[src/rtl/serial_mag_comparator_pkg.sv]
// Shared definitions for the serial magnitude comparator.
//   state_t   : comparator FSM states (IDLE, RUN, DONE)
//   DEFAULT_W : default operand width in bits
package serial_mag_comparator_pkg;

    localparam int unsigned DEFAULT_W = 4;

    typedef enum logic [1:0] {
        IDLE = 2'd0,
        RUN  = 2'd1,
        DONE = 2'd2
    } state_t;

endpackage

[src/rtl/mag_cmp_cell.sv]
// One-bit magnitude comparison step, applied MSB first.
// Once either flag is set it is sticky and blocks the other from being set.
// Ports:
//   g_in, l_in   : greater/less flags from the more significant bits
//   a_bit, b_bit : current operand bits
//   g_out, l_out : updated greater/less flags
module mag_cmp_cell (
    input  logic g_in,
    input  logic l_in,
    input  logic a_bit,
    input  logic b_bit,
    output logic g_out,
    output logic l_out
);

    assign g_out = g_in | (~l_in & a_bit & ~b_bit);
    assign l_out = l_in | (~g_in & ~a_bit & b_bit);

endmodule

[src/rtl/serial_mag_comparator.sv]
// Bit-serial unsigned magnitude comparator. A start in IDLE captures a and b,
// then one bit per cycle is compared MSB first; results are registered on
// entry to DONE and held until the next completed comparison.
// Optional feature macro SERIAL_MAG_COMPARATOR_EARLY_EXIT_EN: leave RUN in the
// cycle the first differing bit is seen instead of always scanning W bits.
// Ports:
//   clk, rst_n   : clock, asynchronous active-low reset
//   start        : request, accepted only in IDLE
//   a, b         : unsigned operands (W bits), sampled on accepted start
//   busy         : high while in RUN
//   done         : one-cycle pulse while in DONE
//   gt, lt, eq   : registered comparison results
module serial_mag_comparator
    import serial_mag_comparator_pkg::*;
#(
    parameter int unsigned W = DEFAULT_W
) (
    input  logic         clk,
    input  logic         rst_n,
    input  logic         start,
    input  logic [W-1:0] a,
    input  logic [W-1:0] b,
    output logic         busy,
    output logic         done,
    output logic         gt,
    output logic         lt,
    output logic         eq
);

    localparam int unsigned IW = (W > 1) ? $clog2(W) : 1;
    localparam logic [IW-1:0] IdxTop = IW'(W - 1);

    state_t        state_q, state_d;
    logic [W-1:0]  a_q, a_d;
    logic [W-1:0]  b_q, b_d;
    logic          greater_q, greater_d;
    logic          less_q, less_d;
    logic [IW-1:0] idx_q, idx_d;
    logic          gt_q, gt_d;
    logic          lt_q, lt_d;
    logic          eq_q, eq_d;

    logic          g_next, l_next;
    logic          last_bit;

    mag_cmp_cell u_cell (
        .g_in  (greater_q),
        .l_in  (less_q),
        .a_bit (a_q[idx_q]),
        .b_bit (b_q[idx_q]),
        .g_out (g_next),
        .l_out (l_next)
    );

    always_comb begin
        state_d   = state_q;
        a_d       = a_q;
        b_d       = b_q;
        greater_d = greater_q;
        less_d    = less_q;
        idx_d     = idx_q;
        gt_d      = gt_q;
        lt_d      = lt_q;
        eq_d      = eq_q;
        last_bit  = 1'b0;

        unique case (state_q)
            IDLE: begin
                if (start) begin
                    state_d   = RUN;
                    a_d       = a;
                    b_d       = b;
                    greater_d = 1'b0;
                    less_d    = 1'b0;
                    idx_d     = IdxTop;
                end
            end
            RUN: begin
                greater_d = g_next;
                less_d    = l_next;
                idx_d     = idx_q - IW'(1);
`ifdef SERIAL_MAG_COMPARATOR_EARLY_EXIT_EN
                // First differing bit decides the result; remaining bits cannot change it.
                last_bit  = (idx_q == '0) | g_next | l_next;
`else
                last_bit  = (idx_q == '0);
`endif
                if (last_bit) begin
                    state_d = DONE;
                    idx_d   = IdxTop;
                    gt_d    = g_next;
                    lt_d    = l_next;
                    eq_d    = ~g_next & ~l_next;
                end
            end
            DONE: begin
                state_d = IDLE;
            end
            default: begin
                state_d = IDLE;
            end
        endcase
    end

    always_ff @(posedge clk or negedge rst_n) begin
        if (!rst_n) begin
            state_q   <= IDLE;
            a_q       <= '0;
            b_q       <= '0;
            greater_q <= 1'b0;
            less_q    <= 1'b0;
            idx_q     <= IdxTop;
            gt_q      <= 1'b0;
            lt_q      <= 1'b0;
            eq_q      <= 1'b0;
        end else begin
            state_q   <= state_d;
            a_q       <= a_d;
            b_q       <= b_d;
            greater_q <= greater_d;
            less_q    <= less_d;
            idx_q     <= idx_d;
            gt_q      <= gt_d;
            lt_q      <= lt_d;
            eq_q      <= eq_d;
        end
    end

    assign busy = (state_q == RUN);
    assign done = (state_q == DONE);
    assign gt   = gt_q;
    assign lt   = lt_q;
    assign eq   = eq_q;

endmodule

[config.mk]
export PLATFORM = sky130hd
export DESIGN_NAME = serial_mag_comparator
export DESIGN_NICKNAME = d
export VERILOG_FILES = /design/src/rtl/serial_mag_comparator_pkg.sv /design/src/rtl/mag_cmp_cell.sv /design/src/rtl/serial_mag_comparator.sv
export SDC_FILE = /design/constraint.sdc
export NUM_CORES = 1
export LEC_CHECK = 0
export BUFFER_PORTS_ARGS = -buffer_cell sky130_fd_sc_hd__buf_4
export CAP_MARGIN = 40
export CORE_AREA = 4 4 44 46
export DETAILED_ROUTE_END_ITERATION = 8
export DIE_AREA = 0 0 48 50
export GPL_TIMING_DRIVEN = 1
export PLACE_DENSITY_LB_ADDON = 0.05
export REMOVE_ABC_BUFFERS = 1
export SKIP_LAST_GASP = 1
export SYNTH_ARGS = -nofsm -noshare
export SYNTH_HDL_FRONTEND = slang
export SYNTH_SLANG_ARGS = --single-unit
[constraint.sdc]
create_clock -name clk -period 4.7 [get_ports clk]
set_input_delay 0.705 -clock clk [delete_from_list [all_inputs] [get_ports clk]]
set_output_delay 0.705 -clock clk [all_outputs]
set_load 0.01 [all_outputs]
==> results of run 1 <==
==> through the flow <==
stage / total power, mW / util [%]
final: 0.596 / 60.2
after global routing: 0.656 / 60.2
after CTS: 0.609 / 60.2
after detailed placement: 0.530 / 58.5
after global placement: 0.523 / 58.5
after floorplan: 0.448 / -
==> state kept, by name (all words and copies together) (netlist names) <==
name and flops:
a_q 4, b_q 4, idx_q 2, state_q 2, eq 1, greater_q 1
gt 1, less_q 1, lt 1
==> cell usage after synthesis <==
library cell,number,share of area [%]
a22oi_1,1,1.0
dfrtp_1,15,50
o21ai_1,2,1.3
nor3b_1,1,1.0
o21ai_2,1,1.2
inv_1,4,2.0
dfstp_2,2,7.0
nand2_1,27,13
nand3b_1,1,1.0
nor2b_1,1,0.83
o41ai_1,1,1.2
o21ai_0,2,1.3
nor2_1,2,1.0
a2bb2oi_1,1,1.2
clkbuf_1,1,0.50
xor2_1,1,1.2
o21bai_1,1,1.0
or3b_1,3,3.5
ha_1,1,1.7
mux4_2,2,6.0
nand2b_1,1,0.83
a2bb2oi_2,1,2.0
==> final cells by class <==
cell class	instances	area share, %
Clock buffer	4	2.90
Multi-Input combinational cell	50	33.7
Sequential cell	17	47.2
Timing Repair Buffer	15	12.4
Inverter	4	1.66
Tap cell	16	2.21
==> critical path, cell delays in order, from the launching register on <==
cell	delay, ns
dfrtp_1	0.43
nand2b_1	0.24
inv_1	0.11
buf_4	0.12
==> where the power goes <==
group | switching, mW | internal (mW)
sequential | 0.0504 | 0.222
clock | 0.0434 | 0.0328
combinational | 0.121 | 0.126
==> layer usage <==
layer | global-route usage [%] | part of all wire, %
met5 | 0 | 0
met4 | 1.35 | 0
met3 | 4.36 | 6.9
met2 | 19.6 | 49
met1 | 18.8 | 44
==> logic make-up after synthesis <==
group	count (synthesis)	synth area share, %
AND/OR/NAND/NOR	36	21.6
flip-flops	17	56.9
AO/OA/AOI/OAI	10	10.2
buffers and inverters	5	2.49
multiplexers	2	5.99
XOR/XNOR	1	1.16
adder cells (fa/ha/maj)	1	1.66
==> path summary, 6_finish.rpt <==
path | cells past startpoint | slack, ns | endpoint
min in group clk | 2 | 0.48 | b_q[3]
hold / removal | 1 | 0.27 | state_q[0]
setup reg to reg | 3 | 2.96 | gt
hold reg to reg | 2 | 0.48 | b_q[3]
setup / recovery | 3 | 2.82 | busy
max in group asynchronous | 1 | 4.18 | idx_q[1]
==> summary.txt, run 1 <==
Floorplan
  • Core box area: 1510 sq um
  • IO Pins: 16
  • DIE WIDTH: 48 um
  • Die area: 2400 sq um
  • Starting density of the core: 49.9%
  • Num rows: 14
  • Die height: 50 um

Power and ir drop
  • Power Density: 657 nW/um^2
  • Worst vdd ir: 245 uV
  • Leak Pwr: 0.467 nW

Drt
  • Routed Antenna Nets: 0
  • Wire per inst: 12.3 um
  • Detailed Routing Iterations Pass 1: 4
  • DRT iter0 DRCs: 10
  • DR vias/cell: 5.03
  • DR vias: 533
  • Residual DRC count: 0
  • Final wirelength: 1.30 mm

Critical path
  • CP Launch Point: state_q[1]
  • Reg2reg start: idx_q[0]
  • CP Capture Type: output port
  • Required time worst endpoint: 3.99 ns
  • CP arrival: 1.18 ns
  • Setup Crit Path Kind: reg -> out
  • Critical Path Source Type: flip-flop
  • CP Max Fanout: 6

Global routing
  • Largest net degree at the start of global routing: 18
  • Global-route wire length before repair: 2.30 mm
  • Initial antenna violation count: 0
  • GRT Overall Usage: 13.1%
  • Vias in the first global route: 510
  • Global route total overflow: 0

Cells and area
  • Area Growth Syn to Fin: 20.6%
  • Fillers: 143
  • Most frequent cells in the layout: nand2_1 (27), dfrtp_1 (15), buf_4 (15)
  • Sequential cell area: 428 sq um
  • Most common cell after layout, fill and taps aside: nand2_1
  • Nets: 103
  • Finished Layout Cells: 106
  • Inserted Diodes: 0
  • Share of cells above drive strength 1: 26.7%
  • Area of the multi-input gates: 305 sq um
  • Fin area: 907 sq um

STA
  • Hold Worst Slack: 0.267 ns
  • Setup ws final: 2.82 ns
  • Slew @ Worst Pin: 0.861 ns
  • Final hold violation count: 0
  • Max transition margin: 42.5%
  • Clk_skew: 0.00282 ns
  • Setup_tns: 0 ns
  • RSZ-0062 raised after global routing: no
  • Post-route clock period utilization: 40.0%
  • Final setup fails: 0
  • Tmin final: 1.88 ns
  • Max-slew violation count: 0
  • F_max: 531 MHz

Synth
  • Netlist cell types: 22
  • Post-synthesis sequential area ratio: 56.9%
  • Cells after synthesis: 72
  • Flops & latches, synth: 17
  • Ys Warns: 0
  • Post-Syn Area: 752 sq um
  • Avg Cell Area, Syn: 10.4 sq um

Hold path
  • Type of the worst min-delay path: in -> async

Clocking
  • CTS Root Cell: clkbuf_4
  • CTS-repair resized insts: 0
  • Clk slew on worst S/H paths: 0.10 ns
  • Max clock buf depth: 2
  • H-tree depth: 1
  • Post-CTS setup buffer count: 0
  • Clk sinks: 17
  • Hold_buf cts: 0
  • CTS tree: done
  • Worst-skew pair later-pin latency: 0.28 ns
  • CTS buffer count: 3

Run status
  • Status: completed

Placement
  • HPWL after DPL: 989 um
  • Placed inst area: 881 sq um
  • GP Congestion: 0.717
  • Port bufs: 15
  • Pre-CTS WS: 2.86 ns
  • Placed instance count: 102

Run
  • Max-Cap Viols: 0
(Power assumes the default switching activity.)
==> run 2, diff against run 1 <==
--- a/config.mk
+++ b/config.mk
@@ -5,11 +5,12 @@
 export SDC_FILE = /design/constraint.sdc
 export NUM_CORES = 1
 export LEC_CHECK = 0
+export ABC_AREA = 1
 export BUFFER_PORTS_ARGS = -buffer_cell sky130_fd_sc_hd__buf_4
 export CAP_MARGIN = 40
-export CORE_AREA = 4 4 44 46
+export CORE_AREA = 4 4 46 48
 export DETAILED_ROUTE_END_ITERATION = 8
-export DIE_AREA = 0 0 48 50
+export DIE_AREA = 0 0 50 52
 export GPL_TIMING_DRIVEN = 1
 export PLACE_DENSITY_LB_ADDON = 0.05
 export REMOVE_ABC_BUFFERS = 1
==> constraint.sdc (replaced) <==
create_clock -name clk -period 1.9 [get_ports clk]
set_input_delay 0.285 -clock clk [delete_from_list [all_inputs] [get_ports clk]]
set_output_delay 0.285 -clock clk [all_outputs]
set_load 0.01 [all_outputs]
==> summary.txt, run 2 <==
Placement
  • Port bufs: 15
  • HPWL after DPL: 1.25 mm
  • GP Congestion: 0.834
  • Pre-CTS WS: 0.467 ns
  • Placed inst area: 977 sq um
  • Placed instance count: 142

Clocking
  • Worst-skew pair later-pin latency: 0.29 ns
  • CTS-repair resized insts: 0
  • Max clock buf depth: 2
  • H-tree depth: 1
  • CTS tree: done
  • CTS buffer count: 3
  • Clk slew on worst S/H paths: 0.10 ns
  • CTS Root Cell: clkbuf_4
  • Clk sinks: 17

Cells and area
  • Finished Layout Cells: 147
  • Inserted Diodes: 0
  • Fin area: 1010 sq um
  • Nets: 135
  • Largest regs: a_q x4, b_q x4
  • Most common cell after layout, fill and taps aside: nand2_1
  • Share of cells above drive strength 1: 27.0%
  • Most frequent cells in the layout: nand2_1 (43), buf_4 (16), dfrtp_1 (15)
  • Post-layout util: 59.3%
  • Area Growth Syn to Fin: 22.0%

STA
  • Max-slew violation count: 0
  • Hold Worst Slack: 0.185 ns
  • F_max: 687 MHz
  • Final setup fails: 0
  • Clk_skew: 0.00137 ns
  • Slew @ Worst Pin: 0.234 ns
  • RSZ-0062 raised after global routing: no
  • Max transition margin: 84.4%
  • Setup_tns: 0 ns
  • Final hold violation count: 0
  • Setup ws final: 0.444 ns
  • Post-route clock period utilization: 76.6%
  • Tmin final: 1.46 ns

Critical path
  • Setup Crit Path Kind: reg -> out
  • Slowest-stage cell, CP: dfrtp_1
  • CP Capture Type: output port
  • Worst path max stage delay: 0.38 ns
  • CP Max Fanout: 6
  • CP arrival: 1.17 ns
  • CP cell instances: inv_2 > nand2_1 > inv_1 > buf_4
  • Critical Path Source Type: flip-flop
  • Required time worst endpoint: 1.62 ns

Synth
  • Cell accounting for the most synthesized area: dfrtp_1
  • Count leader, synth: nand2_1
  • Post-synthesis sequential area ratio: 51.5%
  • Avg Cell Area, Syn: 8.15 sq um
  • Synth Flop Type: dfrtp_1
  • Most frequent cells after synthesis: nand2_1 (43), dfrtp_1 (15), inv_1 (10)
  • Netlist cell types: 18
  • Post-Syn Area: 831 sq um
  • Share of flip-flops with an asynchronous set or reset: 100%
  • Number of flops mapped to enable cells by yosys: 0
  • Ys Warns: 0
  • Flops & latches, synth: 17
  • Yosys top cell area share: 45.2%
  • Cells after synthesis: 102
  • Top cells by area, synth: dfrtp_1 (45%), nand2_1 (19%), dfstp_2 (6.3%)

Power and ir drop
  • Worst vdd ir: 876 uV
  • Power Density: 1640 nW/um^2
  • Leak Pwr: 0.546 nW
  • Total Power: 1.66 mW

Drt
  • Detailed Routing Iterations Pass 1: 4
  • DRT iter0 DRCs: 12
  • Routed Antenna Nets: 0
  • DR vias/cell: 4.71
  • DR vias: 693
  • Final wirelength: 1.62 mm
  • Residual DRC count: 0
  • Wire per inst: 11.0 um

Global routing
  • Global-route wire length before repair: 2.88 mm
  • Vias in the first global route: 663
  • Largest net degree at the start of global routing: 18
  • GRT Overall Usage: 15.3%
  • Global route total overflow: 0
  • Initial antenna violation count: 0

Floorplan
  • Starting density of the core: 48.6%
  • IO Pins: 16
  • Die area: 2600 sq um
  • Die height: 52 um
  • DIE WIDTH: 50 um
  • Core box area: 1710 sq um
  • Num rows: 15

Run
  • Max-Cap Viols: 0

Hold path
  • Type of the worst min-delay path: in -> reg

Run status
  • Status: completed
## run 2: changes by cell type after synthesis, moves of 2 or more
cell,previous run,this run
nor2_1,2,4
o21ai_1,2,0
nand3_2,0,4
nand2_2,0,4
nand2_1,27,43
a21oi_1,0,4
mux4_2,2,0
or3b_1,3,0
nand3_1,0,4
inv_1,4,10
inv_2,0,2
## run 2: kinds of logic (layout without fill, tap and decap cells)
family	after synthesis	after routing	share of synthesized area [%]
adder cells (fa/ha/maj)	1	1	1.51
AND/OR/NAND/NOR	60	60	32.8
buffers and inverters	13	33	6.02
AO/OA/AOI/OAI	11	11	8.13
flip-flops	17	17	51.5
## run 2: layout make-up
type	instances	area, sq um
fill	161	694
tap	25	31.3
multi-input combinational	72	353
timing repair buffer	17	130
inverter	12	45.0
sequential	17	428
clock buffer	4	26.3
## run 2: power breakdown
part	switching, mW	leakage, nW	internal [mW]	total [mW]
clock network	0.113	0.0150	0.0817	0.195
logic	0.490	0.322	0.324	0.815
registers	0.108	0.208	0.545	0.652
## run 2: what timing repair did
action / in CTS / in global routing
hold buffers: 1 / 0
endpoints found under the hold margin: 15 / 0
buffers inserted: 0 / 0
setup endpoints to repair: 0 / 0
## run 2: final timing paths
path	slack, ns	startpoint	cells after the start	to
max	0.44	state_q[1]	4	busy
max in group asynchronous	1.27	rst_n	2	idx_q[1]
min	0.18	a[1]	3	a_q[1]
max reg2reg	0.46	idx_q[1]	8	eq
min in group asynchronous	0.38	rst_n	2	state_q[0]
min reg2reg	0.49	a_q[1]	2	a_q[1]
## run 2: worst max-delay path: cells and delay by family (launching register included)
family	cells	cell delay, ns
simple gates	1	0.10
buf+inv	3	0.39
flops	1	0.38
## run 2: layer usage
metal	global-route usage, %	routed length (um)	vias to the layer above
li1	-	-	362
met1	19.1	761	310
met2	24.1	725	16
met3	3.72	95	5
met4	8.29	34	0
met5	0	0	-
==> run 3, diff against run 2 <==
--- a/config.mk
+++ b/config.mk
@@ -5,12 +5,12 @@
 export SDC_FILE = /design/constraint.sdc
 export NUM_CORES = 1
 export LEC_CHECK = 0
-export ABC_AREA = 1
+export ABC_AREA = 0
 export BUFFER_PORTS_ARGS = -buffer_cell sky130_fd_sc_hd__buf_4
 export CAP_MARGIN = 40
-export CORE_AREA = 4 4 46 48
+export CORE_AREA = 4 4 44 46
 export DETAILED_ROUTE_END_ITERATION = 8
-export DIE_AREA = 0 0 50 52
+export DIE_AREA = 0 0 48 50
 export GPL_TIMING_DRIVEN = 1
 export PLACE_DENSITY_LB_ADDON = 0.05
 export REMOVE_ABC_BUFFERS = 1
==> constraint.sdc (replaced) <==
create_clock -name clk -period 1.4 [get_ports clk]
set_input_delay 0.21 -clock clk [delete_from_list [all_inputs] [get_ports clk]]
set_output_delay 0.21 -clock clk [all_outputs]
set_load 0.01 [all_outputs]
==> summary.txt, run 3 (same netlist as run 1, synthesis figures left out) <==
STA
  • Hold Worst Slack: 0.108 ns
  • Max-slew violation count: 0
  • Max transition margin: 75.5%
  • Post-route clock period utilization: 121%
  • Setup ws final: -0.300 ns
  • Tmin final: 1.70 ns
  • RSZ-0062 raised after global routing: yes
  • Slew @ Worst Pin: 0.368 ns
  • Clk_skew: 0.00108 ns
  • Setup_tns: -1.40 ns
  • Final hold violation count: 0
  • F_max: 588 MHz
  • Final setup fails: 5

Global routing
  • Met2 GRT Util: 21.6%
  • Initial antenna violation count: 0
  • Global-route wire length before repair: 2.37 mm
  • GRT Overall Usage: 13.7%
  • Busiest metal layer after global routing: met2
  • Largest net degree at the start of global routing: 18
  • Vias in the first global route: 580
  • Global route total overflow: 0
  • Met3 Use GR: 4.36%
  • Met1 global-route usage: 16.7%

Drt
  • Wire per inst: 12.0 um
  • DRT iter0 DRCs: 3
  • DR vias: 575
  • Final wirelength: 1.36 mm
  • DR vias/cell: 5.09
  • Routed Antenna Nets: 0
  • Residual DRC count: 0
  • Detailed Routing Iterations Pass 1: 4

Cells and area
  • Nets: 110
  • Largest regs: a_q x4, b_q x4
  • Most frequent cells in the layout: nand2_1 (27), buf_4 (20), dfrtp_1 (15)
  • Finished Layout Cells: 113
  • Share of cells above drive strength 1: 38.1%
  • Area Growth Syn to Fin: 32.4%
  • Inserted Diodes: 0
  • Most common cell after layout, fill and taps aside: nand2_1

Floorplan
  • Num rows: 14
  • Die area: 2400 sq um
  • DIE WIDTH: 48 um
  • Die height: 50 um
  • IO Pins: 16
  • Core box area: 1510 sq um
  • Starting density of the core: 49.9%

Critical path
  • Worst path max stage delay: 0.57 ns
  • Critical Path Source Type: flip-flop
  • FF-to-FF setup slack: -0.30 ns
  • CP Capture Type: flip-flop
  • Setup Crit Path Kind: reg -> reg
  • Slowest-stage cell, CP: dfstp_2
  • R2R cell count: 3
  • Required time worst endpoint: 1.61 ns
  • CP arrival: 1.91 ns
  • CP Max Fanout: 3
  • CP cell instances: mux4_2 > or3b_4 > a2bb2oi_1

Clocking
  • Max clock buf depth: 2
  • Clk sinks: 17
  • H-tree depth: 1
  • Worst-skew pair later-pin latency: 0.28 ns
  • CTS Root Cell: clkbuf_4
  • Clk slew on worst S/H paths: 0.09 ns
  • CTS tree: done
  • CTS buffer count: 3

Placement
  • Port bufs: 15
  • Pre-CTS WS: -0.289 ns
  • Placed instance count: 107
  • HPWL after DPL: 1.03 mm
  • GP Congestion: 0.798

Hold path
  • Type of the worst min-delay path: in -> reg
  • Hold Crit Depth: 3

Run
  • Max-Cap Viols: 0

Power and ir drop
  • Power Density: 2270 nW/um^2
  • Worst vdd ir: 1060 uV
  • Total Power: 2.26 mW
  • Leak Pwr: 0.511 nW

Run status
  • Status: finished, violations left
  • Failing checks: negative setup slack
run 3: report_power, final:
group | switching, mW | total (mW) | internal (mW)
Combinational | 0.504 | 1.11 | 0.603
Clock | 0.143 | 0.254 | 0.111
Sequential | 0.159 | 0.904 | 0.745
run 3: through the flow:
step	utilization (%)	cell area [sq um]
final	66.1	996
after global routing	66.1	996
after CTS	64.0	965
after detailed placement	61.0	918
after global placement	61.0	918
after floorplan	-	748
run 3: worst paths after layout:
kind	end	startpoint
setup reg to reg	lt	idx_q[0]
setup / recovery	lt	idx_q[0]
hold reg to reg	b_q[3]	b_q[3]
hold / removal	a_q[2]	a[2]
max in group asynchronous	idx_q[1]	rst_n
min in group asynchronous	state_q[0]	rst_n
run 3: timing repair:
action / in CTS / in global routing
pin swaps: 3 / 1
gates resized for setup: 2 / 8
hold buffers: 1 / 0
endpoints found under the hold margin: 15 / 0
setup endpoints to repair: 6 / 6
gates cloned: 0 / 0
setup buffers: 0 / 1
run 3: critical path: cells and delay by family (launching register included):
kind               cells  cell delay (ns)
AOI/OAI and AO/OA      1             0.13
DFF                    1             0.57
muxes                  1             0.53
and+or+nand+nor        1             0.39
run 3: routing by layer:
layer  wire (um)  share of wire, %
met4           8              0.59
met1         594                44
met2         666                49
met5           0                 0
met3          87               6.4
run 3: layout make-up:
cell class / instances / area (sq um)
clock buffers: 4 / 26.3
fillers: 129 / 510
inverters: 4 / 15.0
multi-input cells: 50 / 335
flip-flops and latches: 17 / 428
well taps: 16 / 20.0
repair buffers: 22 / 171
